<file path="src/rtl/mux_ser_pkg.sv">
// Shared types and constants for the mux-based serializer.
// Index start/end positions depend on bit order.
package mux_ser_pkg;

  typedef enum logic {
    IDLE  = 1'b0,
    SHIFT = 1'b1
  } state_e;

  localparam int WORD_W = 8;
  localparam int SEL_W  = 3;

  localparam logic [SEL_W-1:0] LSB_POS = 3'd0;
  localparam logic [SEL_W-1:0] MSB_POS = 3'd7;

  function automatic logic [SEL_W-1:0] start_idx(
    input bit msb_first
  );
    return msb_first ? MSB_POS : LSB_POS;
  endfunction

  function automatic logic [SEL_W-1:0] end_idx(
    input bit msb_first
  );
    return msb_first ? LSB_POS : MSB_POS;
  endfunction

endpackage

</file>
<file path="src/rtl/mux_serializer_mux81.sv">
// Team 8:1 mux: picks one bit of an 8-bit input.
// Purely combinational.
module Mux_81 (
  input  logic [7:0] in,
  input  logic [2:0] select,
  output logic       out
);

  assign out = in[select];

endmodule

</file>
<file path="src/rtl/mux_serializer.sv">
// Parallel-to-serial front end around Mux_81.
// Word register feeds the mux; select walks the bit order.
module mux_serializer
  import mux_ser_pkg::*;
#(
  parameter bit MSB_FIRST = 1'b0
) (
  input  logic       clk,
  input  logic       rst_n,
  input  logic       load_valid,
  output logic       load_ready,
  input  logic [7:0] load_data,
  output logic       ser_valid,
  input  logic       ser_ready,
  output logic       ser_data,
  output logic       ser_last,
  output logic       busy,
  output logic [7:0] frame_count
);

  localparam logic [SEL_W-1:0] START = start_idx(MSB_FIRST);
  localparam logic [SEL_W-1:0] FIN   = end_idx(MSB_FIRST);

  state_e              state_q, state_d;
  logic [WORD_W-1:0]   word_q, word_d;
  logic [SEL_W-1:0]    idx_q, idx_d;
  logic [7:0]          frame_q, frame_d;

  logic mux_out;
  logic shifting;
  logic at_end;
  logic bit_fire;
  logic done;
  logic load_fire;

  Mux_81 u_mux (
    .in     (word_q),
    .select (idx_q),
    .out    (mux_out)
  );

  always_comb begin
    shifting  = (state_q == SHIFT);
    at_end    = shifting && (idx_q == FIN);
    bit_fire  = shifting && ser_ready;
    done      = bit_fire && at_end;
    // rst_n gate keeps load_ready low while held in reset
    load_ready = rst_n && (!shifting || done);
    load_fire  = load_valid && load_ready;

    ser_valid   = shifting;
    ser_last    = at_end;
    ser_data    = shifting & mux_out;
    busy        = shifting;
    frame_count = frame_q;

    state_d = state_q;
    word_d  = word_q;
    idx_d   = idx_q;
    frame_d = frame_q;

    unique case (1'b1)
      load_fire: begin
        state_d = SHIFT;
        word_d  = load_data;
        idx_d   = START;
      end
      done && !load_valid: begin
        state_d = IDLE;
      end
      bit_fire && !at_end: begin
        idx_d = MSB_FIRST ? idx_q - 3'd1 : idx_q + 3'd1;
      end
      default: ;
    endcase

    if (done) begin
      frame_d = frame_q + 8'd1;
    end
  end

  always_ff @(posedge clk or negedge rst_n) begin
    if (!rst_n) begin
      state_q <= IDLE;
      word_q  <= '0;
      idx_q   <= '0;
      frame_q <= '0;
    end else begin
      state_q <= state_d;
      word_q  <= word_d;
      idx_q   <= idx_d;
      frame_q <= frame_d;
    end
  end

endmodule

</file>
<file path="config.mk">
export PLATFORM = sky130hd
export DESIGN_NAME = mux_serializer
export DESIGN_NICKNAME = d
export VERILOG_FILES = /design/src/rtl/mux_ser_pkg.sv /design/src/rtl/mux_serializer_mux81.sv /design/src/rtl/mux_serializer.sv
export SDC_FILE = /design/constraint.sdc
export NUM_CORES = 1
export LEC_CHECK = 0
export BUFFER_PORTS_ARGS = -buffer_cell sky130_fd_sc_hd__buf_4
export CAP_MARGIN = 5
export CORE_MARGIN = 3
export CORE_UTILIZATION = 39
export CTS_CLUSTER_DIAMETER = 30
export DETAILED_ROUTE_END_ITERATION = 8
export GPL_TIMING_DRIVEN = 0
export HOLD_SLACK_MARGIN = 0.06
export PLACE_DENSITY = 0.61
export SETUP_SLACK_MARGIN = 0.1
export SKIP_CTS_REPAIR_TIMING = 1
export SLEW_MARGIN = 20
export SYNTH_ARGS = -nofsm -noshare
export SYNTH_HDL_FRONTEND = slang
export SYNTH_SLANG_ARGS = --single-unit
</file>
<file path="constraint.sdc">
create_clock -name clk -period 1.61 [get_ports clk]
set_input_delay 0.322 -clock clk [delete_from_list [all_inputs] [get_ports clk]]
set_output_delay 0.322 -clock clk [all_outputs]
set_load 0.005 [all_outputs]
</file>
Yosys cells after proc, flatten, opt, wreduce, memory -nomap -nowiden

Cells that the tools add are included.

Reductions and logical operators: 13
$lt $le $gt $ge: 1
Multiplexer cells: 4
Bitwise operators: 1
Divide/modulo/power cells: 0
Add/sub/neg operators: 2
Shifts and indexed selects: 0
Multipliers: 0
Equality and inequality tests: 1

Operators by type and width:

| cell                | number |
|---|---|
| $add 8x1->8 const B | 1 |
| $logic_and 1x1->1   | 7 |
| $pmux 3 s2          | 1 |
| $lt 3x4->1 const B  | 1 |
| $reduce_bool 2->1   | 2 |
| $add 3x1->3 const B | 1 |
| $bmux 1 s3          | 1 |
| $eq 3x3->1 const B  | 1 |
| $logic_not 1->1     | 3 |
| $pmux 1 s2          | 1 |
| $and 1x1->1         | 1 |
| $logic_or 1x1->1    | 1 |
| $mux 1              | 1 |

Memories: 0
Register bits after elaboration: 20
Output and inout port bits: 13
Memory bits (writable): 0
Latch bits: 0
Memory bits (read-only): 0

Logic depth before layout (Yosys ltp)

Gate-level depths: netlist of run 1.

Depth in word-level cells: 7
Gate-level depth with buffers: 6

Modules after synthesis

Synthesis of run 1 repeated with hierarchy kept, for this count alone.

Cell total of the unflattened synthesis: 72
Area, all modules: 975.9 µm²

By module, submodules not included:

| module         | cells each | times used | seq. area each (µm²) | area each (µm²) |
|---|---|---|---|---|
| mux_serializer | 69         | 1          | 500.5                | 912.1 |
| Mux_81         | 3          | 1          | 0.0                  | 63.8 |

Worst setup path after synthesis of run 1

No wires, ideal clock.

Path type: register to register
From: register idx_q[1]
To: register word_q[0]
Cell stages (with the launch flop): 7
Setup slack: -0.045 ns
Arrival: 1.530 ns
Clock period less this slack: 1.655 ns
Cell sequence: dfrtp_1 ha_1 ha_1 nand3_4 a21oi_2 buf_6 mux2_4

Longest elaborated chain between the ends: 6

Ends and longest elaborated chain:

| item                     | line                 | text |
|---|---|---|
| start: declaration       | mux_serializer.sv:26 | `logic [SEL_W-1:0] idx_q, idx_d;` |
| start signal: assignment | mux_serializer.sv:91 | `idx_q <= idx_d;` |
| $eq 3x3->1               | mux_serializer.sv:44 | `at_end = shifting && (idx_q == FIN);` |
| $logic_and 1x1->1        | mux_serializer.sv:44 |  |
| $logic_and 1x1->1        | mux_serializer.sv:46 | `done = bit_fire && at_end;` |
| $logic_or 1x1->1         | mux_serializer.sv:48 | `load_ready = rst_n && (!shifting \|\| done);` |
| $logic_and 1x1->1        | mux_serializer.sv:48 |  |
| $logic_and 1x1->1        | mux_serializer.sv:49 | `load_fire = load_valid && load_ready;` |
| end signal: assignment   | mux_serializer.sv:90 | `word_q <= word_d;` |
| end: declaration         | mux_serializer.sv:25 | `logic [WORD_W-1:0] word_q, word_d;` |

Every way passes these cells.
A chain may end at the register's enable or synchronous reset.

Worst setup path after layout of run 1

From: register idx_q[1]
To: output port ser_data

Longest elaborated chain between the ends: 3

Ends and longest elaborated chain:

| item                         | line                      | text |
|---|---|---|
| $bmux 1 s3                   | mux_serializer_mux81.sv:9 | `assign out = in[select];` |
| $mux 1 (not written as such) | mux_serializer_mux81.sv:9 |  |
| $and 1x1->1                  | mux_serializer.sv:53      | `ser_data = shifting & mux_out;` |
| end: declaration             | mux_serializer.sv:15      | `output logic ser_data,` |

Every way passes these cells. The select of a mux whose other input is x is not followed.

==> results of run 1 <==
[critical path: cells and delay by family (launching register included)]
| kind | cells | cell delay (ns) |
|---|---|---|
| AO/OA/AOI/OAI | 1 | 0.24 |
| buffers and inverters | 1 | 0.17 |
| flip-flops | 1 | 0.44 |
| multiplexers | 1 | 0.34 |
| AND/OR/NAND/NOR | 1 | 0.04 |
[stage by stage]
step	hold slack [ns]	setup TNS [ns]	cell area, um2
floorplan	0.0264	0	1000
global placement	0.221	-0.667	1220
detailed placement	0.225	-0.789	1220
CTS	-0.109	-1.73	1250
global route	0.232	-1.76	1390
finish	0.246	-0.879	1390
[worst paths after layout]
check	start	endpoint	slack [ns]	depth (start not counted)
max	idx_q[1]$_DFFE_PN0P_	ser_data	-0.22	4
min	load_data[4]	word_q[4]$_DFFE_PN0P_	0.25	2
max reg2reg	idx_q[0]$_DFFE_PN0P_	word_q[1]$_DFFE_PN0P_	-0.08	6
min reg2reg	frame_count[7]$_DFFE_PN0P_	frame_count[7]$_DFFE_PN0P_	0.48	1
max in group asynchronous	rst_n	idx_q[1]$_DFFE_PN0P_	0.29	2
min in group asynchronous	rst_n	word_q[2]$_DFFE_PN0P_	0.70	2
[cell type report]
class	count	area [um2]	area share, %
multi-input cells	53	514	37.1
flip-flops and latches	20	503	36.2
repair buffers	32	258	18.6
clock buffers	4	36.3	2.61
well taps	28	35.0	2.52
plain buffers	3	30.0	2.16
inverters	3	11.3	0.812
[power by group through the flow]
stage          Clock, W  Sequential [W]  Combinational, W
6_report       0.000286        0.000814          0.000804
5_1_grt        0.000317        0.000851          0.000893
4_1_cts        0.000301        0.000821          0.000670
3_5_place_dp          0        0.000830          0.000665
3_3_place_gp          0        0.000827          0.000652
2_1_floorplan         0        0.000797          0.000463
[cell families (layout without fill, tap and decap cells)]
family,Yosys count,count (layout)
and+or+nand+nor,24,24
DFF,20,20
muxes,11,11
AOI/OAI and AO/OA,8,8
xor gates and xnor gates,7,7
buffers and inverters,6,42
adders and majority gates,3,3
[metal layers]
metal | up-vias | GRT usage (%) | part of all wire, % | routed length [um]
li1 | 348 | - | - | -
met1 | 335 | 13.9 | 45 | 836
met2 | 15 | 20.0 | 50 | 935
met3 | 2 | 2.30 | 4.3 | 80
met4 | 0 | 5.08 | 0.54 | 10
met5 | - | 0 | 0 | 0
[synth_stat cells]
cell / n
and3_2: 1
o21ai_0: 2
dfrtp_1: 20
and3_1: 1
nand2b_1: 1
and2_2: 1
nor3_1: 2
o22ai_1: 2
nand4_1: 3
xor2_1: 3
buf_4: 1
a21boi_0: 1
mux2_2: 2
o31ai_1: 1
nand3_1: 1
nand3b_1: 1
a311oi_1: 1
mux2i_1: 1
nand2_1: 10
ha_1: 3
nor2_1: 2
a21oi_2: 1
mux2_4: 7
mux4_2: 1
nand3_4: 1
inv_1: 3
xnor2_1: 4
buf_6: 2
[flip-flops by register name, indices dropped and copies added, names as in the netlist]
signal and flops:
frame_count 8, word_q 8, idx_q 3, busy 1
==> key figures, run 1 <==
Clock network
  – CTS HTree Levels: 1
  – CTS Buf Count: 3
  – TritonCTS clock tree: built
  – Buffer depth of the longest clock path: 2
  – Worst-Skew Late Latency: ~0.29 ns
  – Clock Pin Slew Worst Setup and Hold Paths: 0.11 ns
  – Clock sink total: 20
  – Root buffer cell: clkbuf_4

Pwr
  – Clock share of power: around 15%
  – Pint: around 0.0013 W
  – P_leak: ~0.69 nW
  – Pwr Density: approximately 1400 mW/mm2
  – Combinational Power Share: between 40% and 50%
  – P_sw: 0.000573 W
  – Switching Share: between 30% and 40%
  – Design Power: 0.00190 W
  – Peak supply drop: between 0.0008 and 0.0009 V
  – Sequential group share of total power: 42.8%

Final layout
  – Commonest cells after routing, fill and taps aside: buf_4 (28), dfrtp_1 (18), nand2_1 (10)
  – Fin util: between 60% and 70%
  – # diodes: 0
  – Share of cells above drive strength 1: 53.0%
  – Most common cell after layout, fill and taps aside: buf_4
  – Non-Filler Instances: about 140
  – Final net count: roughly 130
  – Fillcell total: ~210
  – Area growth, synth to finish: 40.6%

Logic synthesis
  – Synth area leader: dfrtp_1
  – Synth Warn #: 0
  – Post-synthesis cell area: roughly 990 um2
  – Syn avg cell area: roughly 12 um2
  – Cells after synthesis: 79
  – Yosys top cell area share: 50.7%
  – Simple-gate share of the synthesized area: a little over an eighth
  – #FFs+latches synth: 20
  – Post-synthesis mux area share: between 10% and 20%
  – Top post-synthesis cells by area: dfrtp_1 (51%), mux2_4 (11%), ha_1 (3.8%)
  – Net count after synthesis: between 90 and 100
  – Sequential area share after synthesis: between 50 and 60%
  – Yosys cell types: 28
  – Post-Synth XOR/XNOR Area: under 10%
  – Fraction of the mapped netlist area in compound gates: ~5.6%
  – Main combinational cell family by area after synthesis: multiplexers
  – Adder-Cell Fraction of Synth Area: 3.80%

Floorplanning
  – Die W: ~56 um
  – Die Span Y: 56.3 um
  – Initial core utilization: ~43%
  – Area of the core: about 0.0023 mm2
  – I/O Pins: 25
  – Die Area: roughly 0.0032 mm2
  – Rows: 17

Worst setup path
  – Crit path capture type: output pin
  – Slowest stage delay, CP: roughly 0.44 ns
  – WS Path Type: reg2out
  – Crit path max fanout: 3
  – Crit path cell chain: mux4_2 -> nor2_1 -> a311oi_1 -> buf_4
  – Startpoint types: flip-flop
  – Slowest CP cell: dfrtp_2
  – Critical path arrival: 1.51 ns
  – Worst EP required: roughly 1.3 ns

Timing
  – Setup WS post-layout: -0.225 ns
  – Final Hold Fails: 0
  – Max Fclk: roughly 550 MHz
  – Setup violators final: 10
  – Worst Tran Pin Value: 0.909 ns
  – Worst slew margin: 39.2%
  – Slew Limit Fails: 0
  – RSZ-0062 raised after global routing: true
  – Final period util: 114%
  – Clock skew: 0.00679 ns
  – Final min period: 1.83 ns

Detailed routing
  – DRT iter0 DRCs: 9
  – # DRC: 0
  – Routed WL per cell: approximately 13 um
  – Routed WL: between 1500 and 2000 um
  – DR pass1 iterations: 4
  – Vias: 700
  – Post-route ant nets: 0
  – Vias/cell: around 4.9

Status
  – Violated checks: setup timing
  – Status: finished, violations left

Global routing
  – Total gr overflow: 0
  – Tot GR Track Use: a little under an eighth
  – Number of global-route vias before repair: ~700
  – Largest net degree at the start of global routing: 23
  – First-pass GRT wire length: around 3000 um
  – Initial antenna violation count: 0

Place
  – Port Buf Inserts: 24
  – Inst Count DP: 131
  – Worst slack, placed: -0.114 ns
  – Post-DP HPWL: about 1300 um
  – Gp weighted congestion: roughly 0.8

Worst hold path
  – Hold crit path type: in2reg

Flow run
  – Max-Cap Viols: 0
Note: power is estimated with default switching activity, not from simulation.
==> run 2: changes to the inputs <==
--- a/config.mk
+++ b/config.mk
@@ -13,8 +13,7 @@
 export DETAILED_ROUTE_END_ITERATION = 8
 export GPL_TIMING_DRIVEN = 0
 export HOLD_SLACK_MARGIN = 0.06
-export PLACE_DENSITY = 0.61
-export SETUP_SLACK_MARGIN = 0.1
+export SETUP_SLACK_MARGIN = 0.15
 export SKIP_CTS_REPAIR_TIMING = 1
 export SLEW_MARGIN = 20
 export SYNTH_ARGS = -nofsm -noshare
==> key figures, run 2 (same netlist as run 1, synthesis figures left out) <==
Detailed routing
  – DRT iter0 DRCs: 12
  – Post-route ant nets: 0
  – DR pass1 iterations: 4
  – Routed WL per cell: between 10 and 15 um
  – # DRC: 0
  – Vias/cell: around 5.0
  – Vias: 703
  – Routed WL: between 1500 and 2000 um

Final layout
  – Fin util: a little under three fifths
  – Multi-input gate area: ~480 um2
  – Area growth, synth to finish: 33.6%
  – Fillcell total: 216
  – Non-Filler Instances: roughly 140
  – Final net count: 130
  – Commonest cells after routing, fill and taps aside: buf_4 (31), dfrtp_1 (18), nand2_1 (10)
  – # diodes: 0
  – Storage element area: between 500 and 600 um2
  – Most common cell after layout, fill and taps aside: buf_4
  – Share of cells above drive strength 1: 49.6%

Timing
  – Final period util: 114%
  – Max Fclk: around 540 MHz
  – Total negative setup slack: -1.02 ns
  – Min Hold Slack: roughly 0.25 ns
  – Setup violators final: 11
  – Final min period: around 1.8 ns
  – Clock skew: roughly 0.0056 ns
  – RSZ-0062 raised after global routing: true
  – Final Hold Fails: 0
  – Slew Limit Fails: 0
  – Worst slew margin: 41.8%
  – Setup WS post-layout: -0.226 ns
  – Worst Tran Pin Value: 0.870 ns

Worst hold path
  – Hold Path Depth: 2
  – Hold crit path type: in2reg

Status
  – Status: finished, violations left
  – Violated checks: setup timing

Global routing
  – Total gr overflow: 0
  – Initial antenna violation count: 0
  – First-pass GRT wire length: 3080 um
  – Number of global-route vias before repair: 660
  – Tot GR Track Use: about an eighth
  – Largest net degree at the start of global routing: 23

Floorplanning
  – Die Span Y: roughly 56 um
  – Die Area: 0.00317 mm2
  – Initial core utilization: between 40 and 50%
  – I/O Pins: 25
  – Rows: 17
  – Die W: roughly 56 um
  – Area of the core: around 0.0023 mm2

Worst setup path
  – Crit path max fanout: 4
  – Startpoint types: flip-flop
  – WS Path Type: reg2out
  – Worst EP required: 1.29 ns
  – Crit path capture type: output pin
  – Worst r2r path cells: 6
  – Critical path arrival: 1.51 ns

Clock network
  – CTS HTree Levels: 1
  – Worst-Skew Late Latency: approximately 0.30 ns
  – Clock Pin Slew Worst Setup and Hold Paths: ~0.1 ns
  – CTS Buf Count: 3
  – Clock sink total: 20
  – Root buffer cell: clkbuf_4
  – TritonCTS clock tree: built
  – Buffer depth of the longest clock path: 2

Place
  – Inst Count DP: between 100 and 150
  – Post-DP HPWL: around 1300 um
  – Worst slack, placed: -0.122 ns
  – Gp weighted congestion: approximately 0.80
  – Port Buf Inserts: 24

Pwr
  – Peak supply drop: 0.000894 V
  – P_leak: 0.633 nW
  – Pwr Density: ~1400 mW/mm2

Flow run
  – Max-Cap Viols: 0
-- run 2: cell types whose count changed in the layout (fill, tap and decap cells not counted), sizes merged --
| cell | before | now |
|---|---|---|
| buf | 34 | 33 |
| clkbuf | 4 | 3 |
-- run 2: per-stage QoR --
step	instance area, um2	total power, W
final	1320	0.00180
after global routing	1320	0.00194
after CTS	1240	0.00174
after detailed placement	1220	0.00149
after global placement	1220	0.00148
after floorplan	1000	0.00126
-- run 2: path summary, 6_finish.rpt --
check / startpoint / to / slack, ns
setup / recovery: idx_q[1]$_DFFE_PN0P_ / ser_data / -0.23
hold / removal: load_data[3] / word_q[3]$_DFFE_PN0P_ / 0.25
setup reg to reg: idx_q[1]$_DFFE_PN0P_ / word_q[0]$_DFFE_PN0P_ / -0.06
hold reg to reg: frame_count[7]$_DFFE_PN0P_ / frame_count[7]$_DFFE_PN0P_ / 0.47
max in group asynchronous: rst_n / idx_q[2]$_DFFE_PN0P_ / 0.34
min in group asynchronous: rst_n / frame_count[0]$_DFFE_PN0P_ / 0.67
-- run 2: area by class of cell --
type,count,area share (%)
flip-flops and latches,20,38.1
multi-input cells,53,36.2
repair buffers,31,17.8
well taps,28,2.66
plain buffers,3,2.56
clock buffers,3,1.71
inverters,3,0.854
-- run 2: power breakdown --
| group | total [W] | internal, W | switching [W] |
|---|---|---|---|
| combinational | 0.000754 | 0.000488 | 0.000265 |
| clock | 0.000232 | 0.0000874 | 0.000145 |
| sequential | 0.000813 | 0.000675 | 0.000138 |
| total | 0.00180 | 0.00125 | 0.000549 |
-- run 2: critical path, stage by stage (launching register included) --
cell and delay (ns):
dfrtp_2 0.41, mux4_2 0.51, nor2_1 0.10, a311oi_1 0.05, buf_4 0.15
-- run 2: layer usage --
layer	GRT usage [%]	up-vias	share of wire [%]
met2	20.0	17	48
met4	4.07	0	1.4
met5	0	-	0
met3	5.06	4	5.9
met1	15.5	336	44
li1	-	346	-
==> run 3: changes to the inputs <==
--- a/config.mk
+++ b/config.mk
@@ -5,6 +5,7 @@
 export SDC_FILE = /design/constraint.sdc
 export NUM_CORES = 1
 export LEC_CHECK = 0
+export ABC_AREA = 1
 export BUFFER_PORTS_ARGS = -buffer_cell sky130_fd_sc_hd__buf_4
 export CAP_MARGIN = 5
 export CORE_MARGIN = 3
@@ -12,7 +13,6 @@
 export CTS_CLUSTER_DIAMETER = 30
 export DETAILED_ROUTE_END_ITERATION = 8
 export GPL_TIMING_DRIVEN = 0
-export HOLD_SLACK_MARGIN = 0.06
 export SETUP_SLACK_MARGIN = 0.15
 export SKIP_CTS_REPAIR_TIMING = 1
 export SLEW_MARGIN = 20
==> key figures, run 3 <==
Global routing
  – Number of global-route vias before repair: roughly 840
  – Initial antenna violation count: 0
  – Largest net degree at the start of global routing: 24
  – First-pass GRT wire length: approximately 3600 um
  – Total gr overflow: 0
  – Tot GR Track Use: 14.0%

Flow run
  – Max-Cap Viols: 0

Floorplanning
  – Die Span Y: slightly below 60 um
  – Area of the core: 0.00252 mm2
  – I/O Pins: 25
  – Die Area: about 0.0033 mm2
  – Initial core utilization: approximately 41%
  – Rows: 18
  – Die W: approximately 58 um

Final layout
  – Commonest cells after routing, fill and taps aside: nand2_1 (35), buf_4 (30), dfrtp_1 (18)
  – Fin util: between 50% and 60%
  – # diodes: 0
  – Final net count: between 150 and 200
  – Multi-input gate area: between 500 and 600 um2
  – Fillcell total: 227
  – Storage element area: 503 um2
  – Share of cells above drive strength 1: 41.4%
  – Most common cell after layout, fill and taps aside: nand2_1
  – Area growth, synth to finish: 41.0%

Timing
  – Final min period: ~1.8 ns
  – Setup violators final: 3
  – Total negative setup slack: -0.348 ns
  – Final Hold Fails: 0
  – RSZ-0062 raised after global routing: true
  – Worst slew margin: around two fifths
  – Slew Limit Fails: 0
  – Max Fclk: about 570 MHz
  – Setup WS post-layout: -0.150 ns
  – Worst Tran Pin Value: between 0.9 and 1 ns
  – Clock skew: between 0.001 and 0.0015 ns
  – Final period util: 109%

Detailed routing
  – Post-route ant nets: 0
  – DR pass1 iterations: 4
  – Vias: between 900 and 1,000
  – WL met2: around 1100 um
  – Metal1 wirelength: 1040 um
  – DR top layer: met4
  – WL met3: between 90 and 100 um
  – # DRC: 0
  – Routed WL: about 2200 um
  – Vias/cell: a little under 5
  – Routed WL per cell: 11.7 um
  – DRT iter0 DRCs: 26

Logic synthesis
  – Post-synthesis cell area: around 0.0010 mm2
  – Synth area leader: dfrtp_1
  – Yosys top cell area share: a little under half
  – Net count after synthesis: 140
  – Ys async rst share: 100%
  – Cells after synthesis: between 100 and 150
  – Syn avg cell area: ~8.4 um2
  – Post-synth top cells: nand2_1 (42), dfrtp_1 (20), nand3_1 (20), inv_1 (17), nor2_1 (6)
  – Yosys cell types: 20
  – #FFs+latches synth: 20
  – Most frequent cell after synthesis: nand2_1
  – Top post-synthesis cells by area: dfrtp_1 (48%), nand2_1 (15%), nand3_1 (9.6%)
  – Post-synth EDFFs: 0
  – Synth Warn #: 0
  – Ys flop type: dfrtp_1
  – Sequential area share after synthesis: 47.9%

Clock network
  – Clock sink total: 20
  – CTS Buf Count: 3
  – Worst-Skew Late Latency: approximately 0.3 ns
  – Buffer depth of the longest clock path: 2
  – CTS HTree Levels: 1
  – TritonCTS clock tree: built
  – Root buffer cell: clkbuf_4
  – Clock Pin Slew Worst Setup and Hold Paths: approximately 0.11 ns

Worst hold path
  – Hold wc startpoint: load_data[0]
  – Hold crit path type: in2reg

Worst setup path
  – Crit path capture type: output pin
  – Worst EP required: around 1.3 ns
  – Critical path arrival: 1.44 ns
  – Startpoint types: flip-flop
  – WS Path Type: reg2out
  – Crit path max fanout: 4
  – Worst setup path startpoint: idx_q[0]$_DFFE_PN0P_
  – Worst reg2reg startpoint: idx_q[0]$_DFFE_PN0P_

Status
  – Status: finished, violations left
  – Violated checks: setup timing

Place
  – Post-DP HPWL: about 1500 um
  – Gp weighted congestion: 0.775
  – Port Buf Inserts: 23
  – Worst slack, placed: -0.193 ns

Pwr
  – Design Power: ~0.0021 W
  – Peak supply drop: 0.000887 V
  – P_leak: approximately 0.8 nW
  – Pwr Density: roughly 1400 mW/mm2
==> run 3: cell types whose count changed after synthesis, sizes merged, moves of 2 or more <==
| cell | before | now |
|---|---|---|
| nand3 | 2 | 22 |
| and3 | 2 | 0 |
| inv | 3 | 17 |
| nor3 | 2 | 0 |
| xor2 | 3 | 1 |
| nand2 | 10 | 43 |
| mux2 | 9 | 1 |
| o21ai | 2 | 0 |
| nor2 | 2 | 7 |
| nand4 | 3 | 1 |
| o22ai | 2 | 0 |
==> run 3: stage by stage <==
step	cells	hold slack (ns)	cell area, um2
4_1_cts	182	-0.116	1310
3_5_place_dp	178	0.230	1270
3_3_place_gp	178	0.229	1270
2_1_floorplan	125	0.0264	1060
5_1_grt	192	0.242	1470
6_report	192	0.231	1470
==> run 3: path summary, 6_finish.rpt <==
check / to / slack (ns) / cells after the start
setup reg to reg: frame_count[1]$_DFFE_PN0P_ / 0.12 / 5
min in group asynchronous: idx_q[2]$_DFFE_PN0P_ / 0.71 / 2
hold reg to reg: word_q[7]$_DFFE_PN0P_ / 0.49 / 2
hold / removal: word_q[0]$_DFFE_PN0P_ / 0.23 / 3
setup / recovery: load_ready / -0.15 / 5
max in group asynchronous: idx_q[1]$_DFFE_PN0P_ / 0.29 / 2
==> run 3: cell type report <==
cell class / instances / area share (%)
timing repair buffer: 33 / 17.8
inverter: 17 / 4.67
tap: 30 / 2.55
clock buffer: 4 / 2.46
sequential: 20 / 34.2
multi-input combinational: 84 / 36.0
buffer: 4 / 2.38
==> run 3: power by group <==
| part | leakage [nW] | internal (W) | switching (W) |
|---|---|---|---|
| Combinational | 0.509 | 0.000529 | 0.000501 |
| Sequential | 0.249 | 0.000665 | 0.000143 |
| Clock | 0.0210 | 0.000138 | 0.000158 |
==> run 3: worst max-delay path: stages, from the launching register on <==
cell and delay (ns):
dfrtp_2 0.43, ha_4 0.15, ha_4 0.14, nand3_4 0.09
a21boi_4 0.20, buf_6 0.12
==> run 3: layer usage <==
layer | vias up | global-route usage, %
li1 | 461 | -
met1 | 448 | 18.4
met2 | 20 | 22.4
met3 | 5 | 2.00
met4 | 0 | 7.28
met5 | - | 0
==> run 3: cell families (layout without fill, tap and decap cells) <==
kind of cell             after synthesis  count (layout)  synth area share (%)
buffers and inverters                 21              58                  9.46
multiplexers                           1               1                  1.08
flip-flops                            20              20                  47.9
XOR/XNOR                               4               4                  3.35
adder cells (fa/ha/maj)                3               3                  3.59
AND/OR/NAND/NOR                       73              73                  31.7
AO/OA/AOI/OAI                          3               3                  2.87
